--- config.mk ---
export PLATFORM = sky130hd
export DESIGN_NAME = phase_shift_ctrl
export DESIGN_NICKNAME = d
export VERILOG_FILES = /design/src/rtl/phase_shift_ctrl_pkg.sv /design/src/rtl/phase_shortest_path.sv /design/src/rtl/phase_shift_ctrl.sv
export SDC_FILE = /design/constraint.sdc
export NUM_CORES = 1
export LEC_CHECK = 0
export BUFFER_PORTS_ARGS = -buffer_cell sky130_fd_sc_hd__buf_4
export CORE_MARGIN = 3
export CORE_UTILIZATION = 46
export CTS_BUF_LIST = sky130_fd_sc_hd__clkbuf_8
export DETAILED_ROUTE_END_ITERATION = 6
export HOLD_SLACK_MARGIN = 0.1
export MAX_ROUTING_LAYER = met4
export PLACE_DENSITY = 0.75
export SETUP_SLACK_MARGIN = 0.15
export SKIP_LAST_GASP = 1
export SLEW_MARGIN = 20
export SYNTH_ARGS = -nofsm -noshare
export SYNTH_HDL_FRONTEND = slang
export SYNTH_SLANG_ARGS = --single-unit
--- constraint.sdc ---
create_clock -name clk_usb -period 4.5 [get_ports clk_usb]
set_clock_uncertainty 0.05 [all_clocks]
set_input_delay 0.9 -clock clk_usb [delete_from_list [all_inputs] [get_ports clk_usb]]
set_output_delay 0.9 -clock clk_usb [all_outputs]
set_load 0.01 [all_outputs]
--- src/rtl/phase_shift_ctrl_pkg.sv ---
// Shared definitions for the MMCM dynamic phase-shift sequencer: state encoding,
// error bit positions and the default rotation/timeout constants.
package phase_shift_ctrl_pkg;

    typedef enum logic [2:0] {
        ST_IDLE = 3'd0,
        ST_CALC = 3'd1,
        ST_STEP = 3'd2,
        ST_WAIT = 3'd3,
        ST_DONE = 3'd4
    } state_t;

    localparam int ERR_TIMEOUT = 0;
    localparam int ERR_RANGE   = 1;

    // One full 360 degree rotation of the MMCM fine phase shift, and the PSDONE wait limit.
    localparam int PS_MAX_STEPS = 1120;
    localparam int PS_TIMEOUT   = 255;

endpackage

--- src/rtl/phase_shortest_path.sv ---
// Combinational helpers: normalise a signed phase request onto 0..MAX_STEPS-1 and
// find the shortest signed distance/direction from the current phase to a target.
module phase_shortest_path
    import phase_shift_ctrl_pkg::*;
#(
    parameter int W         = 16,
    parameter int MAX_STEPS = PS_MAX_STEPS
) (
    input  logic signed [W-1:0] phase_raw,
    output logic        [W-1:0] target_norm,
    output logic                clipped,
    input  logic        [W-1:0] target,
    input  logic        [W-1:0] current,
    output logic        [W+1:0] distance,
    output logic                dir,
    output logic                zero
);
    localparam int DW = W + 2;
    localparam logic signed [DW-1:0] MAX      = DW'(MAX_STEPS);
    localparam logic signed [DW-1:0] HALF     = DW'(MAX_STEPS / 2);
    localparam logic signed [DW-1:0] NEG_HALF = -HALF;

    logic signed [DW-1:0] raw_ext;
    logic signed [DW-1:0] wrapped;
    logic signed [DW-1:0] t_ext;
    logic signed [DW-1:0] c_ext;
    logic signed [DW-1:0] diff;
    logic signed [DW-1:0] diff_wrapped;

    always_comb begin
        raw_ext     = {{2{phase_raw[W-1]}}, phase_raw};
        wrapped     = raw_ext[DW-1] ? raw_ext + MAX : raw_ext;
        target_norm = wrapped[W-1:0];
        clipped     = 1'b0;
        if (wrapped[DW-1]) begin
            target_norm = '0;
            clipped     = 1'b1;
        end else if (wrapped >= MAX) begin
            target_norm = W'(MAX_STEPS - 1);
            clipped     = 1'b1;
        end
    end

    // Fold the raw difference into -MAX/2..+MAX/2 so the move never goes the long way round.
    always_comb begin
        t_ext = {2'b00, target};
        c_ext = {2'b00, current};
        diff  = t_ext - c_ext;
        if (diff > HALF) begin
            diff_wrapped = diff - MAX;
        end else if (diff < NEG_HALF) begin
            diff_wrapped = diff + MAX;
        end else begin
            diff_wrapped = diff;
        end
        zero     = (diff_wrapped == '0);
        dir      = !diff_wrapped[DW-1] && !zero;
        distance = diff_wrapped[DW-1] ? -diff_wrapped : diff_wrapped;
    end

endmodule

--- src/rtl/phase_shift_ctrl.sv ---
// Steps an MMCM's dynamic phase shift (PSEN/PSINCDEC/PSDONE) one step at a time to a
// register-programmed target along the shortest path around the phase circle.
module phase_shift_ctrl
    import phase_shift_ctrl_pkg::*;
#(
    parameter int pPHASE_WIDTH = 16,
    parameter int pMAX_STEPS   = PS_MAX_STEPS,
    parameter int pTIMEOUT     = PS_TIMEOUT
) (
    input  logic                           clk_usb,
    input  logic                           reset_n,
    input  logic signed [pPHASE_WIDTH-1:0] phase_i,
    input  logic                           phase_ld_i,
    input  logic                           mmcm_locked_i,
    input  logic                           psdone_i,
    output logic                           psen_o,
    output logic                           psincdec_o,
    output logic        [pPHASE_WIDTH-1:0] phase_current_o,
    output logic                           busy_o,
    output logic                           done_o,
    output logic        [1:0]              err_o
);
    localparam int W  = pPHASE_WIDTH;
    localparam int DW = W + 2;
    localparam int TW = $clog2(pTIMEOUT + 1);
    localparam logic [W-1:0]  LAST       = W'(pMAX_STEPS - 1);
    localparam logic [TW-1:0] TIMER_LAST = TW'(pTIMEOUT);

    state_t         state, state_next;
    logic [W-1:0]   current, current_next;
    logic [W-1:0]   target, target_next;
    logic [W-1:0]   pending, pending_next;
    logic           pending_valid, pending_valid_next;
    logic [DW-1:0]  remaining, remaining_next;
    logic [TW-1:0]  timer, timer_next;
    logic           psen, psen_next;
    logic           psincdec, psincdec_next;
    logic           busy, busy_next;
    logic           done, done_next;
    logic [1:0]     err, err_next;

    logic [W-1:0]   load_target;
    logic           load_clipped;
    logic [DW-1:0]  step_count;
    logic           step_dir;
    logic           step_zero;

    phase_shortest_path #(
        .W         (W),
        .MAX_STEPS (pMAX_STEPS)
    ) u_path (
        .phase_raw   (phase_i),
        .target_norm (load_target),
        .clipped     (load_clipped),
        .target      (target),
        .current     (current),
        .distance    (step_count),
        .dir         (step_dir),
        .zero        (step_zero)
    );

    always_ff @(posedge clk_usb) begin
        if (!reset_n) begin
            state         <= ST_IDLE;
            current       <= '0;
            target        <= '0;
            pending       <= '0;
            pending_valid <= 1'b0;
            remaining     <= '0;
            timer         <= '0;
            psen          <= 1'b0;
            psincdec      <= 1'b0;
            busy          <= 1'b0;
            done          <= 1'b0;
            err           <= '0;
        end else begin
            state         <= state_next;
            current       <= current_next;
            target        <= target_next;
            pending       <= pending_next;
            pending_valid <= pending_valid_next;
            remaining     <= remaining_next;
            timer         <= timer_next;
            psen          <= psen_next;
            psincdec      <= psincdec_next;
            busy          <= busy_next;
            done          <= done_next;
            err           <= err_next;
        end
    end

    always_comb begin
        state_next         = state;
        current_next       = current;
        target_next        = target;
        pending_next       = pending;
        pending_valid_next = pending_valid;
        remaining_next     = remaining;
        timer_next         = timer;
        psen_next          = 1'b0;
        psincdec_next      = psincdec;
        busy_next          = busy;
        done_next          = 1'b0;
        err_next           = err;

        if (!mmcm_locked_i) begin
            state_next         = ST_IDLE;
            current_next       = '0;
            busy_next          = 1'b0;
            pending_valid_next = 1'b0;
            remaining_next     = '0;
        end else begin
            if (phase_ld_i) begin
                err_next            = '0;
                err_next[ERR_RANGE] = load_clipped;
            end
            // A load while moving is parked; the in-flight step always finishes first.
            if (phase_ld_i && state != ST_IDLE) begin
                pending_next       = load_target;
                pending_valid_next = 1'b1;
            end

            case (state)
                ST_IDLE: begin
                    if (phase_ld_i) begin
                        target_next = load_target;
                        busy_next   = 1'b1;
                        state_next  = ST_CALC;
                    end
                end
                ST_CALC: begin
                    if (step_zero) begin
                        done_next  = 1'b1;
                        state_next = ST_DONE;
                    end else begin
                        psen_next      = 1'b1;
                        psincdec_next  = step_dir;
                        remaining_next = step_count;
                        state_next     = ST_STEP;
                    end
                end
                ST_STEP: begin
                    timer_next = TW'(1);
                    state_next = ST_WAIT;
                end
                ST_WAIT: begin
                    if (psdone_i) begin
                        if (psincdec) begin
                            current_next = (current == LAST) ? '0 : current + 1'b1;
                        end else begin
                            current_next = (current == '0) ? LAST : current - 1'b1;
                        end
                        remaining_next = remaining - 1'b1;
                        if (phase_ld_i || pending_valid) begin
                            target_next        = phase_ld_i ? load_target : pending;
                            pending_valid_next = 1'b0;
                            state_next         = ST_CALC;
                        end else if (remaining != DW'(1)) begin
                            psen_next  = 1'b1;
                            state_next = ST_STEP;
                        end else begin
                            done_next  = 1'b1;
                            state_next = ST_DONE;
                        end
                    end else if (timer == TIMER_LAST) begin
                        err_next[ERR_TIMEOUT] = 1'b1;
                        busy_next             = 1'b0;
                        pending_valid_next    = 1'b0;
                        state_next            = ST_IDLE;
                    end else begin
                        timer_next = timer + 1'b1;
                    end
                end
                ST_DONE: begin
                    if (phase_ld_i || pending_valid) begin
                        target_next        = phase_ld_i ? load_target : pending;
                        pending_valid_next = 1'b0;
                        state_next         = ST_CALC;
                    end else begin
                        busy_next  = 1'b0;
                        state_next = ST_IDLE;
                    end
                end
                default: state_next = ST_IDLE;
            endcase
        end
    end

    assign psen_o          = psen;
    assign psincdec_o      = psincdec;
    assign phase_current_o = current;
    assign busy_o          = busy;
    assign done_o          = done;
    assign err_o           = err;

endmodule

==> results of run 1 <==
-- cell type report --
cell class / count / share of cell area [%]
Tap cell: 180 / 2.60
Sequential cell: 84 / 19.5
Clock buffer: 10 / 1.59
Timing Repair Buffer: 140 / 13.5
Inverter: 35 / 1.53
Multi-Input combinational cell: 750 / 60.5
Clock inverter: 6 / 0.808
-- routing by layer --
layer	vias up	part of all wire (%)	track usage [%]
met1	3512	43	32.3
met4	0	2.7	8.18
met5	-	0	-
met3	57	7.0	4.04
met2	335	47	41.3
li1	3632	-	-
-- kinds of logic (layout without fill, tap and decap cells) --
kind of cell | count (synthesis) | after routing
simple gates | 355 | 355
compound gates | 312 | 312
buf+inv | 90 | 191
flops | 84 | 84
xor+xnor | 44 | 44
fa+ha+maj | 27 | 27
mux | 12 | 12
-- cell usage in the layout (no fill, tap or decap), types with 6 or more instances in the layout --
cell type / n
or3_1: 6
nor2b_1: 10
nand2_1: 81
nor4_1: 11
a22oi_1: 6
xor2_1: 13
o21ai_0: 54
nand2b_1: 8
o32ai_1: 11
o211ai_1: 17
inv_1: 32
buf_4: 126
o21ai_2: 6
ha_1: 15
a211o_1: 9
nand3_1: 32
nor2_1: 98
ha_4: 8
nor3_1: 31
xnor2_1: 25
nand4_1: 12
a21o_1: 11
a21oi_1: 79
and3_1: 16
a31oi_1: 14
dfxtp_1: 78
buf_6: 8
mux2i_1: 11
clkbuf_8: 10
o21ai_1: 6
and2_1: 8
a211oi_1: 16
o22ai_1: 8
-- how the worst max path moves through the flow --
stage / startpoint / to / slack (ns) / depth (start not counted)
global route: phase_current_o[6] / remaining[3] / -0.18 / 20
detailed placement: target[0] / remaining[0] / -0.04 / 20
global placement: target[0] / remaining[6] / 0.05 / 20
floorplan: phase_current_o[0] / remaining[17] / 0.01 / 16
CTS: phase_current_o[0] / remaining[1] / 0.15 / 19
finish: phase_current_o[6] / remaining[3] / 0.03 / 20
-- repair_timing --
action                                  in CTS  in global routing
gates resized for setup                     35                 45
setup buffers                               13                 12
endpoints found under the setup margin      23                 23
pin swaps                                   18                 24
gates cloned                                 2                  2
-- flip-flops by register name (all words and copies together), names as in the netlist, 2 cells and up --
name,flops
timer,8
pending,16
target,16
state,3
phase_current_o,16
err_o,2
remaining,18
-- power groups by stage --
| stage | sequential [mW] | clock, mW | combinational [mW] |
|---|---|---|---|
| after global routing | 0.779 | 0.625 | 1.57 |
| final | 0.776 | 0.588 | 1.46 |
| after detailed placement | 0.792 | 0 | 1.15 |
| after CTS | 0.775 | 0.598 | 1.26 |
| after global placement | 0.792 | 0 | 1.15 |
| after floorplan | 0.786 | 0 | 0.803 |
-- worst max-delay path, stage by stage (launching register included) --
cell,delay (ns)
dfxtp_1,0.35
inv_1,0.08
ha_2,0.41
a21o_1,0.24
nor3_1,0.07
a21oi_1,0.24
and3_4,0.27
buf_4,0.14
o2111ai_4,0.15
a2111oi_4,0.42
buf_4,0.20
a2111oi_4,0.07
or3_4,0.34
a222oi_1,0.26
buf_4,0.20
nand3_4,0.08
o31ai_4,0.31
buf_6,0.18
buf_16,0.12
o21ai_1,0.06
a21oi_1,0.12
==> summary.md, run 1 <==
| Metric | Value |
|---|---|
| # DRC | `3` |
| Period utilization | `99.2%` |
| Hold Vio Cnt, Final | `0` |
| Vias in the first global route | `6884` |
| Mapped Cells | `924` |
| Die Y | `128 µm` |
| Initial Util | `48.2%` |
| VDD IR max | `221 µV` |
| Status | `complete, but fails checks` |
| Combinational share of power | `51.7%` |
| Multiplexer share of the synthesized area | `1.77%` |
| Synth Area in Compound Gates | `31.7%` |
| IO Count | `43` |
| Die area | `16400 µm²` |
| Share of cells above drive strength 1 | `roughly a quarter` |
| Critical Path Start Type | `flop` |
| Final worst slack | `0.0341 ns` |
| RSZ-0062 raised after global routing | `yes` |
| Area occupied by multi-input gates | `5250 µm²` |
| Post-synth EDFFs | `0` |
| Final instance area | `8670 µm²` |
| Mapped Area | `6840 µm²` |
| Min Hold Slack | `0.411 ns` |
| Clock-pin slew on the worst setup and hold paths | `about 0.090 ns` |
| FF/Latch Area | `roughly 1700 µm²` |
| CTS Root Cell | `clkbuf_8` |
| I/O Buffers | `42` |
| Hold EP | `target[12]` |
| Critical path required time | `~4.7 ns` |
| CTS tree | `yes` |
| Min-delay worst type | `reg2reg` |
| Site Rows | `43` |
| Total chip power | `~2.8 mW` |
| Actual slew at the worst max-slew pin | `1.02 ns` |
| Leak pwr | `~3.3 nW` |
| Sw Pwr | `~1.1 mW` |
| Detailed placement HPWL | `15.0 mm` |
| Largest family of logic cells by synthesized area | `compound AO/OA/AOI/OAI gates` |
| First-pass GRT wire length | `around 34 mm` |
| Wire length per cell | `between 15 and 20 µm` |
| Initial antenna violation count | `0` |
| Vias per inst | `roughly 6.3` |
| Pre-antenna DRT Iters | `7` |
| Skew-Pair Late Insertion Delay | `0.38 ns` |
| RR Endpoint | `remaining[3]` |
| Max clock buf depth | `2` |
| Synth top cells by count | `nor2_1, dfxtp_1, a21oi_1, nand2_1, o21ai_0` |
| Synth top area share | `24.6%` |
| Max Clk Rate | `224 MHz` |
| Post-Synth Simple-Gate Area | `about a quarter` |
| Switching portion of total power | `40.4%` |
| Final Max Tran Viols | `0` |
| Area post-placement | `between 7000 and 8000 µm²` |
| Place WS | `-0.0369 ns` |
| R2r worst-path depth | `20` |
| Final WL | `21.1 mm` |
| Non-filler cells, final | `1205` |
| Clock share of power | `20.8%` |
| Max-cap viol count | `0` |
| GPL Wtd Cong | `1.06` |
| Hold Crit Depth | `2` |
| Slew HR | `31.9%` |
| CTS Hold Bufs | `0` |
| Global Route Usage Sum | `25.4%` |
| ANT nets after route | `0` |
| Nets | `1068` |
| Clock Sinks | `84` |
| Fill cells | `1283` |
| R2r setup slk | `0.03 ns` |
| Flops & latches, synth | `84` |
| Worst r2r src | `phase_current_o[6]` |
| Pwr per Cell Area | `326 nW/µm²` |
| Syn Area/Cell | `7.41 µm²` |
| Yosys cell types | `94` |
| Hold Startpoint | `target[12]` |
| CP max FO | `6` |
| Failing checks | `design-rule violations` |
| Die X | `around 130 µm` |
| DR iter-0 viols | `639` |
| Top_reg_cell synth | `dfxtp_1` |
| Minimum clock period | `4.47 ns` |
| Vias post-DR | `7536` |
| Post-Synth Adder-Cell Area | `5.05%` |
| Layout area overhead | `26.7%` |
| Post-synth top area cell | `dfxtp_1` |
| Area contributors post-synth | `dfxtp_1, a21oi_1, nor2_1` |
| Largest net degree at the start of global routing | `34` |
| Sequential Power Share | `27.5%` |
| Overflow after GRT | `0` |
| Ant. Diodes | `0` |
| Total negative setup slack | `0 ns` |
| Max H-tree Level | `3` |
| CORE AREA | `14200 µm²` |
| Syn_nets | `972` |
| Sequential fraction of the synthesis area | `24.6%` |
| Worst endpoint data arrival time | `4.71 ns` |
| Post-synth ARST share | `0%` |
| Cell-internal power | `1.68 mW` |
| Most frequent cell after synthesis | `nor2_1` |
| Final setup viols | `0` |
| CTS Buf Count | `9` |
| Crit path kind | `reg2reg` |
| Final core occ | `approximately three fifths` |
| Crit end category | `flop` |
| YS warnings | `0` |
| Xor and xnor area share after synthesis | `under 10%` |
| # placed instances | `1160` |
Note: power is estimated with default switching activity, not from simulation.
==> inputs of run 2 (changes only) <==
--- a/config.mk
+++ b/config.mk
@@ -5,6 +5,7 @@
 export SDC_FILE = /design/constraint.sdc
 export NUM_CORES = 1
 export LEC_CHECK = 0
+export ABC_AREA = 1
 export BUFFER_PORTS_ARGS = -buffer_cell sky130_fd_sc_hd__buf_4
 export CORE_MARGIN = 3
 export CORE_UTILIZATION = 46
@@ -12,7 +13,7 @@
 export DETAILED_ROUTE_END_ITERATION = 6
 export HOLD_SLACK_MARGIN = 0.1
 export MAX_ROUTING_LAYER = met4
-export PLACE_DENSITY = 0.75
+export PLACE_DENSITY = 0.74
 export SETUP_SLACK_MARGIN = 0.15
 export SKIP_LAST_GASP = 1
 export SLEW_MARGIN = 20
==> run 2 against run 1 <==
The run now ends clean. Global-route usage down 2.2 points. Clock power down 11%. Setup slack better by 0.49 ns. Routed wire length down 7.2%. Cell area down 7.6%. Worst hold slack worse by 0.016 ns. Maximum frequency up 12%. Critical path depth up 6. Critical endpoint is now remaining[2].
==> summary.md, run 2 <==
| Metric | Value |
|---|---|
| Actual slew at the worst max-slew pin | `1.04 ns` |
| Max H-tree Level | `3` |
| Mapped Cells | `1229` |
| Crit-path most repeated cell | `nand2_1` |
| CP peak stage delay | `0.41 ns` |
| Initial Util | `47.5%` |
| Worst endpoint data arrival time | `4.25 ns` |
| Clock-pin slew on the worst setup and hold paths | `0.09 ns` |
| Initial antenna violation count | `0` |
| Skew-Pair Late Insertion Delay | `0.39 ns` |
| Area contributors post-synth | `dfxtp_1, nand2_1, inv_1` |
| Max reg flops | `18` |
| Most frequent cells in the layout | `nand2_1, inv_1, nor2_1` |
| YS warnings | `0` |
| RSZ-0062 raised after global routing | `no` |
| DR iter-0 viols | `634` |
| Global Route Usage Sum | `23.2%` |
| Vias per inst | `5.28` |
| Detailed placement HPWL | `15.3 mm` |
| Final WL | `19.6 mm` |
| Crit path kind | `reg2reg` |
| Layout area overhead | `9.71%` |
| Max Clk Rate | `251 MHz` |
| VDD IR max | `159 µV` |
| Overflow after GRT | `0` |
| Pwr per Cell Area | `~300 nW/µm²` |
| Critical path required time | `4.77 ns` |
| CTS tree | `yes` |
| Slew HR | `30.4%` |
| Synth top cells by count | `nand2_1, inv_1, nor2_1` |
| IO Count | `43` |
| Most frequent cell after synthesis | `nand2_1` |
| Share of cells above drive strength 1 | `10.7%` |
| Mapped Area | `7300 µm²` |
| Max clock buf depth | `2` |
| Final Max Tran Viols | `0` |
| GPL Wtd Cong | `0.998` |
| Flops & latches, synth | `84` |
| Die X | `about 130 µm` |
| Combinational share of power | `45.2%` |
| Top_reg_cell synth | `dfxtp_1` |
| CP max FO | `19` |
| I/O Buffers | `42` |
| Largest net degree at the start of global routing | `31` |
| Wire length per cell | `13.3 µm` |
| # placed instances | `roughly 1500` |
| Ant. Diodes | `0` |
| Clock Sinks | `84` |
| Final worst slack | `0.522 ns` |
| Cell-internal power | `1.32 mW` |
| Min-delay worst type | `reg2reg` |
| Hold Vio Cnt, Final | `0` |
| Vias in the first global route | `6955` |
| Clock share of power | `22.2%` |
| Commonest non-fill, non-tap cell in the layout | `nand2_1` |
| Die area | `17400 µm²` |
| Sw Pwr | `1.05 mW` |
| Period utilization | `88.4%` |
| Total negative setup slack | `0 ns` |
| Minimum clock period | `a little under 4 ns` |
| CTS Root Cell | `clkbuf_8` |
| Final core occ | `~52%` |
| Non-filler cells, final | `roughly 1500` |
| Critical path's top delay family | `simple AND/OR/NAND/NOR gates` |
| Syn Area/Cell | `5.94 µm²` |
| Critical Path Start Type | `flop` |
| Post-synth top area cell | `dfxtp_1` |
| Crit end category | `flop` |
| CP bufs+invs | `3` |
| CTS Buf Count | `9` |
| Final setup viols | `0` |
| Vias post-DR | `7782` |
| Die Y | `132 µm` |
| # DRC | `0` |
| Sequential Power Share | `32.6%` |
| Nets | `1305` |
| Worst path slowest cell | `fa_1` |
| Post-synth EDFFs | `0` |
| Site Rows | `45` |
| Status | `finished, final reports clean` |
| Max-cap viol count | `0` |
| Syn_nets | `1277` |
| ANT nets after route | `0` |
| Switching portion of total power | `44.4%` |
| Sequential fraction of the synthesis area | `23.0%` |
| CORE AREA | `approximately 15000 µm²` |
| Pre-antenna DRT Iters | `5` |
| First-pass GRT wire length | `roughly 33 mm` |
| Post-synth ARST share | `0%` |
| Place WS | `0.374 ns` |
| Synth top area share | `23.0%` |
| CTS Hold Bufs | `0` |
| Yosys cell types | `55` |
| Biggest register | `remaining` |
| Leak pwr | `3.94 nW` |
[run 2: logic make-up after synthesis]
group                      share of synthesized area (%)
AOI/OAI and AO/OA                                   17.2
xor gates and xnor gates                            4.44
adders and majority gates                           4.73
buffers and inverters                               11.1
DFF                                                 23.0
and+or+nand+nor                                     39.6
[run 2: worst paths after layout]
| path | start | to | slack (ns) | depth (start not counted) |
|---|---|---|---|---|
| setup / recovery | phase_current_o[0] | remaining[2] | 0.52 | 26 |
| hold / removal | pending[14] | pending[14] | 0.39 | 2 |
| setup reg to reg | phase_current_o[0] | remaining[2] | 0.52 | 26 |
| hold reg to reg | pending[14] | pending[14] | 0.39 | 2 |
[run 2: metal layers]
| layer | part of all wire [%] | global-route usage (%) | routed length, µm |
|---|---|---|---|
| met1 | 48 | 30.7 | 9330 |
| met5 | 0 | - | 0 |
| met3 | 6.6 | 4.69 | 1300 |
| met4 | 1.4 | 6.59 | 269 |
| met2 | 44 | 35.9 | 8720 |
[run 2: power groups by stage]
stage	clock network (mW)	registers, mW	logic, mW
after floorplan	0	0.785	0.831
after global placement	0	0.788	1.05
after detailed placement	0	0.789	1.05
after CTS	0.541	0.771	1.06
after global routing	0.565	0.773	1.23
final	0.526	0.771	1.07
[run 2: cell type report]
type,instances,area [µm²]
well taps,211,264
inverters,174,661
clock buffers,9,124
multi-input cells,936,4830
fillers,1597,7360
clock inverters,7,57.6
repair buffers,52,390
flip-flops and latches,84,1690
[run 2: what timing repair did]
| item | 4_1_cts | 5_1_grt |
|---|---|---|
| resized for setup | 0 | 16 |
| endpoints found under the setup margin | 0 | 21 |
| setup buffers | 0 | 2 |
[run 2: worst reg2reg max path: stages (launching register included)]
cell and delay (ns):
dfxtp_2 0.36, ha_1 0.22, fa_1 0.41, inv_1 0.09
nand3_1 0.08, nand2_2 0.14, nand2_1 0.09, nand3_1 0.07
nand2_1 0.13, ha_1 0.23, inv_1 0.11, nand2_1 0.08
nor2_2 0.10, nand2_1 0.13, a21oi_2 0.19, nand3_1 0.09
nand2_1 0.14, nand3_1 0.11, nand2_2 0.12, nand2_1 0.10
nor2_2 0.15, nand3_2 0.12, nand2_4 0.14, nand2_8 0.13
inv_8 0.16, nor2_1 0.05, nor2_1 0.11
[run 2: per-stage QoR]
step | instance area [µm²] | hold WS (ns) | total power [mW]
finish | 8010 | 0.395 | 2.37
global route | 8010 | 0.429 | 2.57
CTS | 7970 | 0.400 | 2.37
detailed placement | 7790 | 0.388 | 1.84
global placement | 7790 | 0.373 | 1.84
floorplan | 7300 | 0.366 | 1.62
